**src/rtl/alu_share_arbiter_if.sv**
```systemverilog
// ---------------------------------------------------------------------------
// alu_share_arbiter_if
// Request/response bundle between two requesters and the shared-ALU arbiter.
//   req_valid/req_ready : per-requester request handshake (bit0 = requester 0)
//   req{0,1}_a/_b/_op   : per-requester operands and ALU control code
//   rsp_valid/rsp_ready : per-requester response handshake
//   rsp_result          : result for the requester flagged in rsp_valid
// master = requester side, slave = arbiter side.
// ---------------------------------------------------------------------------
interface alu_share_arbiter_if #(
    parameter int WIDTH = 32,
    parameter int OPW   = 4
);
    logic [1:0]       req_valid;
    logic [1:0]       req_ready;
    logic [WIDTH-1:0] req0_a;
    logic [WIDTH-1:0] req0_b;
    logic [OPW-1:0]   req0_op;
    logic [WIDTH-1:0] req1_a;
    logic [WIDTH-1:0] req1_b;
    logic [OPW-1:0]   req1_op;
    logic [1:0]       rsp_valid;
    logic [1:0]       rsp_ready;
    logic [WIDTH-1:0] rsp_result;

    modport master (
        output req_valid, req0_a, req0_b, req0_op, req1_a, req1_b, req1_op, rsp_ready,
        input  req_ready, rsp_valid, rsp_result
    );

    modport slave (
        input  req_valid, req0_a, req0_b, req0_op, req1_a, req1_b, req1_op, rsp_ready,
        output req_ready, rsp_valid, rsp_result
    );
endinterface

```
**src/rtl/alu_share_arbiter.sv**
```systemverilog
// ---------------------------------------------------------------------------
// alu_share_arbiter
// Shares one combinational ALU between two requesters. Round-robin grant,
// operands/op registered into the ALU for one EXEC cycle, result captured and
// returned to the winner on a valid/ready response channel.
//
// Ports:
//   clk_i        : clock, rising edge
//   reset_i      : synchronous active-high reset
//   bus          : request/response bundle (slave side)
//   alu_a_o/_b_o : registered operands to the shared ALU
//   alu_op_o     : registered ALU control code (passed through unmodified)
//   alu_result_i : combinational ALU result
//   busy_o       : high in EXEC or RESP
//   op_count_o   : completed responses, wraps modulo 2^CNTW
//
// state | meaning
// IDLE  | waiting for a request; grant and accept happen in the same cycle
// EXEC  | registered operands drive the ALU; result captured at cycle end
// RESP  | result offered to the winner until it accepts
// ---------------------------------------------------------------------------
module alu_share_arbiter #(
    parameter int WIDTH = 32,
    parameter int OPW   = 4,
    parameter int CNTW  = 16
) (
    input  logic              clk_i,
    input  logic              reset_i,
    alu_share_arbiter_if.slave bus,
    output logic [WIDTH-1:0]  alu_a_o,
    output logic [WIDTH-1:0]  alu_b_o,
    output logic [OPW-1:0]    alu_op_o,
    input  logic [WIDTH-1:0]  alu_result_i,
    output logic              busy_o,
    output logic [CNTW-1:0]   op_count_o
);

    typedef enum logic [1:0] {
        ST_IDLE = 2'd0,
        ST_EXEC = 2'd1,
        ST_RESP = 2'd2
    } state_t;

    state_t state_q, state_d;

    logic             prio_q;
    logic             grant_q;
    logic [WIDTH-1:0] a_q;
    logic [WIDTH-1:0] b_q;
    logic [OPW-1:0]   op_q;
    logic [WIDTH-1:0] result_q;
    logic [CNTW-1:0]  count_q;

    logic any_valid;
    logic grant_sel;
    logic accept;
    logic rsp_hs;

    assign any_valid = |bus.req_valid;

    // A lone requester wins regardless of priority; the pointer only breaks ties.
    always_comb begin
        grant_sel = bus.req_valid[1];
        if (&bus.req_valid) begin
            grant_sel = prio_q;
        end
    end

    assign accept = (state_q == ST_IDLE) && any_valid;
    // Only the granted requester's ready bit can complete the response.
    assign rsp_hs = (state_q == ST_RESP) && bus.rsp_ready[grant_q];

    // State register
    always_ff @(posedge clk_i) begin
        if (reset_i) begin
            state_q <= ST_IDLE;
        end else begin
            state_q <= state_d;
        end
    end

    // Next-state logic
    always_comb begin
        state_d = state_q;
        case (state_q)
            ST_IDLE: if (any_valid) state_d = ST_EXEC;
            ST_EXEC: state_d = ST_RESP;
            ST_RESP: if (rsp_hs) state_d = ST_IDLE;
            default: state_d = ST_IDLE;
        endcase
    end

    // Output logic
    always_comb begin
        bus.req_ready = 2'b00;
        bus.rsp_valid = 2'b00;
        if (accept) begin
            bus.req_ready = 2'b01 << grant_sel;
        end
        if (state_q == ST_RESP) begin
            bus.rsp_valid = 2'b01 << grant_q;
        end
        busy_o = (state_q == ST_EXEC) || (state_q == ST_RESP);
    end

    // Datapath: operand capture on accept, result capture at end of EXEC,
    // counter and priority update on response handshake.
    always_ff @(posedge clk_i) begin
        if (reset_i) begin
            prio_q   <= 1'b0;
            grant_q  <= 1'b0;
            a_q      <= '0;
            b_q      <= '0;
            op_q     <= '0;
            result_q <= '0;
            count_q  <= '0;
        end else begin
            if (accept) begin
                grant_q <= grant_sel;
                a_q     <= grant_sel ? bus.req1_a  : bus.req0_a;
                b_q     <= grant_sel ? bus.req1_b  : bus.req0_b;
                op_q    <= grant_sel ? bus.req1_op : bus.req0_op;
            end
            if (state_q == ST_EXEC) begin
                result_q <= alu_result_i;
            end
            if (rsp_hs) begin
                count_q <= count_q + 1'b1;
                prio_q  <= ~grant_q;
            end
        end
    end

    assign alu_a_o        = a_q;
    assign alu_b_o        = b_q;
    assign alu_op_o       = op_q;
    assign bus.rsp_result = result_q;
    assign op_count_o     = count_q;

endmodule

```
**src/flat_wrapper.sv**
```systemverilog
// flat-port wrapper written by rule: the top's interface ports become plain ports
module alu_share_arbiter_flat 
#(
    parameter int WIDTH = 32,
    parameter int OPW   = 4,
    parameter int CNTW  = 16
)
  (clk_i, reset_i, alu_a_o, alu_b_o, alu_op_o, alu_result_i, busy_o, op_count_o, bus_req_valid, bus_req0_a, bus_req0_b, bus_req0_op, bus_req1_a, bus_req1_b, bus_req1_op, bus_rsp_ready, bus_req_ready, bus_rsp_valid, bus_rsp_result);
  alu_share_arbiter_if #(.WIDTH(WIDTH), .OPW(OPW)) bus_i ();
  input  logic clk_i;
  input  logic reset_i;
  output logic [WIDTH-1:0] alu_a_o;
  output logic [WIDTH-1:0] alu_b_o;
  output logic [OPW-1:0] alu_op_o;
  input  logic [WIDTH-1:0] alu_result_i;
  output logic busy_o;
  output logic [CNTW-1:0] op_count_o;
  input wire logic [$bits(bus_i.req_valid)-1:0] bus_req_valid;
  input wire logic [$bits(bus_i.req0_a)-1:0] bus_req0_a;
  input wire logic [$bits(bus_i.req0_b)-1:0] bus_req0_b;
  input wire logic [$bits(bus_i.req0_op)-1:0] bus_req0_op;
  input wire logic [$bits(bus_i.req1_a)-1:0] bus_req1_a;
  input wire logic [$bits(bus_i.req1_b)-1:0] bus_req1_b;
  input wire logic [$bits(bus_i.req1_op)-1:0] bus_req1_op;
  input wire logic [$bits(bus_i.rsp_ready)-1:0] bus_rsp_ready;
  output wire logic [$bits(bus_i.req_ready)-1:0] bus_req_ready;
  output wire logic [$bits(bus_i.rsp_valid)-1:0] bus_rsp_valid;
  output wire logic [$bits(bus_i.rsp_result)-1:0] bus_rsp_result;
  assign bus_i.req_valid = bus_req_valid;
  assign bus_i.req0_a = bus_req0_a;
  assign bus_i.req0_b = bus_req0_b;
  assign bus_i.req0_op = bus_req0_op;
  assign bus_i.req1_a = bus_req1_a;
  assign bus_i.req1_b = bus_req1_b;
  assign bus_i.req1_op = bus_req1_op;
  assign bus_i.rsp_ready = bus_rsp_ready;
  assign bus_req_ready = bus_i.req_ready;
  assign bus_rsp_valid = bus_i.rsp_valid;
  assign bus_rsp_result = bus_i.rsp_result;
  alu_share_arbiter #(.WIDTH(WIDTH), .OPW(OPW), .CNTW(CNTW)) u_core (.clk_i(clk_i), .reset_i(reset_i), .bus(bus_i), .alu_a_o(alu_a_o), .alu_b_o(alu_b_o), .alu_op_o(alu_op_o), .alu_result_i(alu_result_i), .busy_o(busy_o), .op_count_o(op_count_o));
endmodule
```
**config.mk**
```make
export PLATFORM = sky130hd
export DESIGN_NAME = alu_share_arbiter_flat
export DESIGN_NICKNAME = d
export VERILOG_FILES = /design/src/rtl/alu_share_arbiter_if.sv /design/src/rtl/alu_share_arbiter.sv /design/src/flat_wrapper.sv
export SDC_FILE = /design/constraint.sdc
export NUM_CORES = 1
export LEC_CHECK = 0
export ABC_AREA = 1
export BUFFER_PORTS_ARGS = -buffer_cell sky130_fd_sc_hd__buf_2
export CAP_MARGIN = 20
export CORE_MARGIN = 8
export CORE_UTILIZATION = 40
export DETAILED_ROUTE_END_ITERATION = 16
export PLACE_DENSITY = 0.77
export SETUP_SLACK_MARGIN = 0.3
export SYNTH_ARGS = -nofsm -noshare
export SYNTH_HDL_FRONTEND = slang
export SYNTH_SLANG_ARGS = --single-unit
export TNS_END_PERCENT = 20
```
**constraint.sdc**
```tcl
create_clock -name clk_i -period 1.6 [get_ports clk_i]
set_clock_uncertainty 0.1 [all_clocks]
set_input_delay 0.32 -clock clk_i [delete_from_list [all_inputs] [get_ports clk_i]]
set_output_delay 0.32 -clock clk_i [all_outputs]
set_load 0.005 [all_outputs]
```
==> impl_metrics.csv <==
group,metric,value,unit
outcome,run_status,"finished, violations left",
outcome,violated_checks,"setup timing",
logic_synthesis,synthesis.area_per_instance,6.92,um2
setup_path,reg2reg_to,"u_core.alu_a_o[25]",
sta,fin_hold_ws,0.0236,ns
setup_path,rr_startpoint,"u_core.state_q[1]",
worst_hold_path,hold_path_end,"u_core.bus.rsp_result[13]",
sta,rsz0062_at_grt,"yes",
drt,drt.antenna.violating_nets,0,
layout,fillerInstances,950,
clock_network,cts_tree,"done",
setup_path,endpoint_kind,"register",
logic_synthesis,synthesized_netlist_net_count,909,
drt,dr.first_iter.drc_count,585,
setup_path,critPathRequiredTime,1.82,ns
place,gpl.final_weighted_congestion,0.920,
layout,area_overhead_of_the_layout_relative_to_synthesis,76.9,%
die,row_count,41,
worst_hold_path,hold_class,"input pin to register",
drt,wirelength,22500,um
setup_path,cp_max_fo,7,
place,dp_hpwl,13000,um
grt,pin_count_of_the_biggest_net_entering_global_routing,50,
die,top_level_ports,295,
pwr,seqPwrFrac,0.323,
pwr,ir_worst_vdd,993,uV
die,dieWidth,128,um
clock_network,number_of_clock_buffers_inserted_by_tritoncts,17,
grt,global_route_usage_over_all_layers,0.223,
drt,post-route-drc-count,0,
die,total_die_area,16500,um2
logic_synthesis,synth_seq_area_share,0.476,
drt,routedWlPerCell,17.9,um
place,dp.cells,1177,
sta,slew_limit_fails,0,
grt,antenna_found_initial,1,
pwr,pwr_density_cell,1320,nW/um2
layout,leading_cell_type_in_the_layout_fill_and_taps_excluded,"buf_2",
sta,max_slew_margin,0.628,
setup_path,reg2regPathDepth,10,
die,initial_core_util,0.405,
sta,finalHoldViolCount,0,
sta,fin_crit,1.77,ns
logic_synthesis,ys_types,22,
setup_path,timing_worst_setup_path_type,"register to register",
layout,postLayoutCellArea,8920,um2
logic_synthesis,post_synth_instance_area,5040,um2
grt,number_of_global_route_vias_before_repair,5650,
pwr,p_switching,3.63,mW
layout,fin_nets,1247,
sta,worstMarginPinSlew,0.558,ns
logic_synthesis,postSynthCellCount,729,
place,preCtsSetupSlack,-0.0148,ns
logic_synthesis,synthesis.yosys.warnings,0,
pwr,totalPowerFinal,11.8,mW
layout,most-common-layout-cells,"buf_2, nand2_1, nor2_1",
setup_path,critPathArrivalTime,1.99,ns
clock_network,cts-htree-levels,4,
drt,firstDrtPassIters,6,
flow_run,cap_viol_max_count,0,
setup_path,timing.reg2reg.setup_slack,-0.17,ns
sta,final_period_util,1.11,
layout,final_layout_size_suffix_gt1_frac,0.521,
layout,non_filler_cells_in_the_finished_layout,1252,
die,height_of_the_die,128,um
worst_hold_path,hp-start,"alu_result_i[13]",
clock_network,cts.clk_slew.worst_paths,0.05,ns
sta,maxClockFrequency,565,MHz
clock_network,cts_num_sinks,120,
logic_synthesis,postSynthRegisterBits,120,
pwr,internal_power,8.16,mW
pwr,power.clock.fraction,0.342,
sta,setup_slack,-0.169,ns
pwr,sw_frac_of_total,0.308,
place,port_buffers,294,
grt,grt_pass1_wl,28900,um
setup_path,crit_path_start_kind,"register",
pwr,power.combinational.fraction,0.335,
drt,vias,6365,
clock_network,cts.root.buffer_cell,"clkbuf_16",
pwr,leakage,4.45,nW
drt,route.detailed.vias_per_inst,5.08,
clock_network,clock_tree.buffer_depth,2,
worst_hold_path,worstHoldPathCells,3,
clock_network,clock_latency_on_the_worst_skew_pair,0.41,ns
die,core_area,12500,um2
grt,globalRouteOverflowTotal,0,
sta,setup_viol,65,
place,dpl_cell_area,6860,um2
setup_path,crit_start,"u_core.state_q[1]",
-- layer usage --
metal / vias up / track usage / share of wire / wire (um)
met5: - / 0 / 0 / 0
met4: 0 / 0.0902 / 0.037 / 821
met3: 74 / 0.0736 / 0.090 / 2030
met2: 370 / 0.370 / 0.49 / 11000
met1: 2920 / 0.259 / 0.38 / 8560
li1: 3001 / - / - / -
-- layout make-up --
class / instances / area [um2] / share of cell area
sequential: 120 / 2510 / 0.282
multi-input combinational: 516 / 2720 / 0.305
tap: 172 / 215 / 0.0241
inverter: 53 / 209 / 0.0234
antenna: 1 / 2.50 / 0.000281
clock inverter: 9 / 148 / 0.0165
timing repair buffer: 359 / 2650 / 0.297
clock buffer: 22 / 464 / 0.0520
-- synthesized netlist by cell type (all sizes together) --
master  count  area (um2)
a21oi      11        55.1
a31oi      47         294
buf        16        83.8
clkbuf     24        90.1
clkinv      1        3.75
dfxtp     120        2400
ha          6        75.1
inv        52         195
nand2     268        1010
nand3      37         198
nand4       2        12.5
nor2       98         378
nor3        2        10.0
o21ai      45         240
-- sequential cells by signal, summed over array words and instances (netlist names) --
signal,cells
u_core.alu_a_o,32
u_core.alu_b_o,32
u_core.alu_op_o,4
u_core.bus.rsp_result,32
u_core.grant_q,1
u_core.op_count_o,16
u_core.prio_q,1
u_core.state_q,2
-- power groups by stage --
stage          clock, mW  sequential [mW]  combinational [mW]
3_5_place_dp           0             3.79                2.58
2_1_floorplan          0             3.84                1.36
4_1_cts             4.04             3.75                3.16
3_3_place_gp           0             3.79                2.55
5_1_grt             4.21             3.87                4.21
6_report            4.03             3.81                3.95
-- through the flow --
step,setup TNS (ns),utilization
2_1_floorplan,0,-
3_3_place_gp,0,0.550
3_5_place_dp,-0.0535,0.550
4_1_cts,-1.49,0.643
5_1_grt,-7.93,0.716
6_report,-3.50,0.716
-- what timing repair did --
action,CTS,global route
gates cloned,5,10
pin swaps,16,38
endpoints found under the setup margin,157,227
setup buffers,16,12
hold buffers,0,0
resized for setup,96,173
-- cells by family (layout without fill, tap and decap cells) --
kind of cell             count (synthesis)  in the layout  synth area share
AND/OR/NAND/NOR                        407            407             0.318
flip-flops                             120            120             0.476
AO/OA/AOI/OAI                          103            103             0.117
buffers and inverters                   93            443            0.0739
adder cells (fa/ha/maj)                  6              6            0.0149
other                                    0              1                 0
-- critical path, stage by stage (launching register included) --
cell and delay [ns]:
dfxtp_4 0.35, inv_4 0.06, ha_4 0.15, o21ai_4 0.08, nor2_4 0.10, buf_4 0.12, buf_8 0.12, buf_12 0.13
clkbuf_16 0.17, nand2_2 0.07, a31oi_1 0.23
-- how the worst max path moves through the flow --
stage / to / depth (start not counted)
2_1_floorplan: bus_req_ready[0] / 5
3_3_place_gp: bus_req_ready[1] / 6
3_5_place_dp: u_core.alu_a_o[16] / 8
4_1_cts: bus_req_ready[1] / 6
5_1_grt: bus_rsp_valid[0] / 6
6_report: u_core.alu_a_o[25] / 10
No activity file was read; power rests on OpenSTA's default activity.
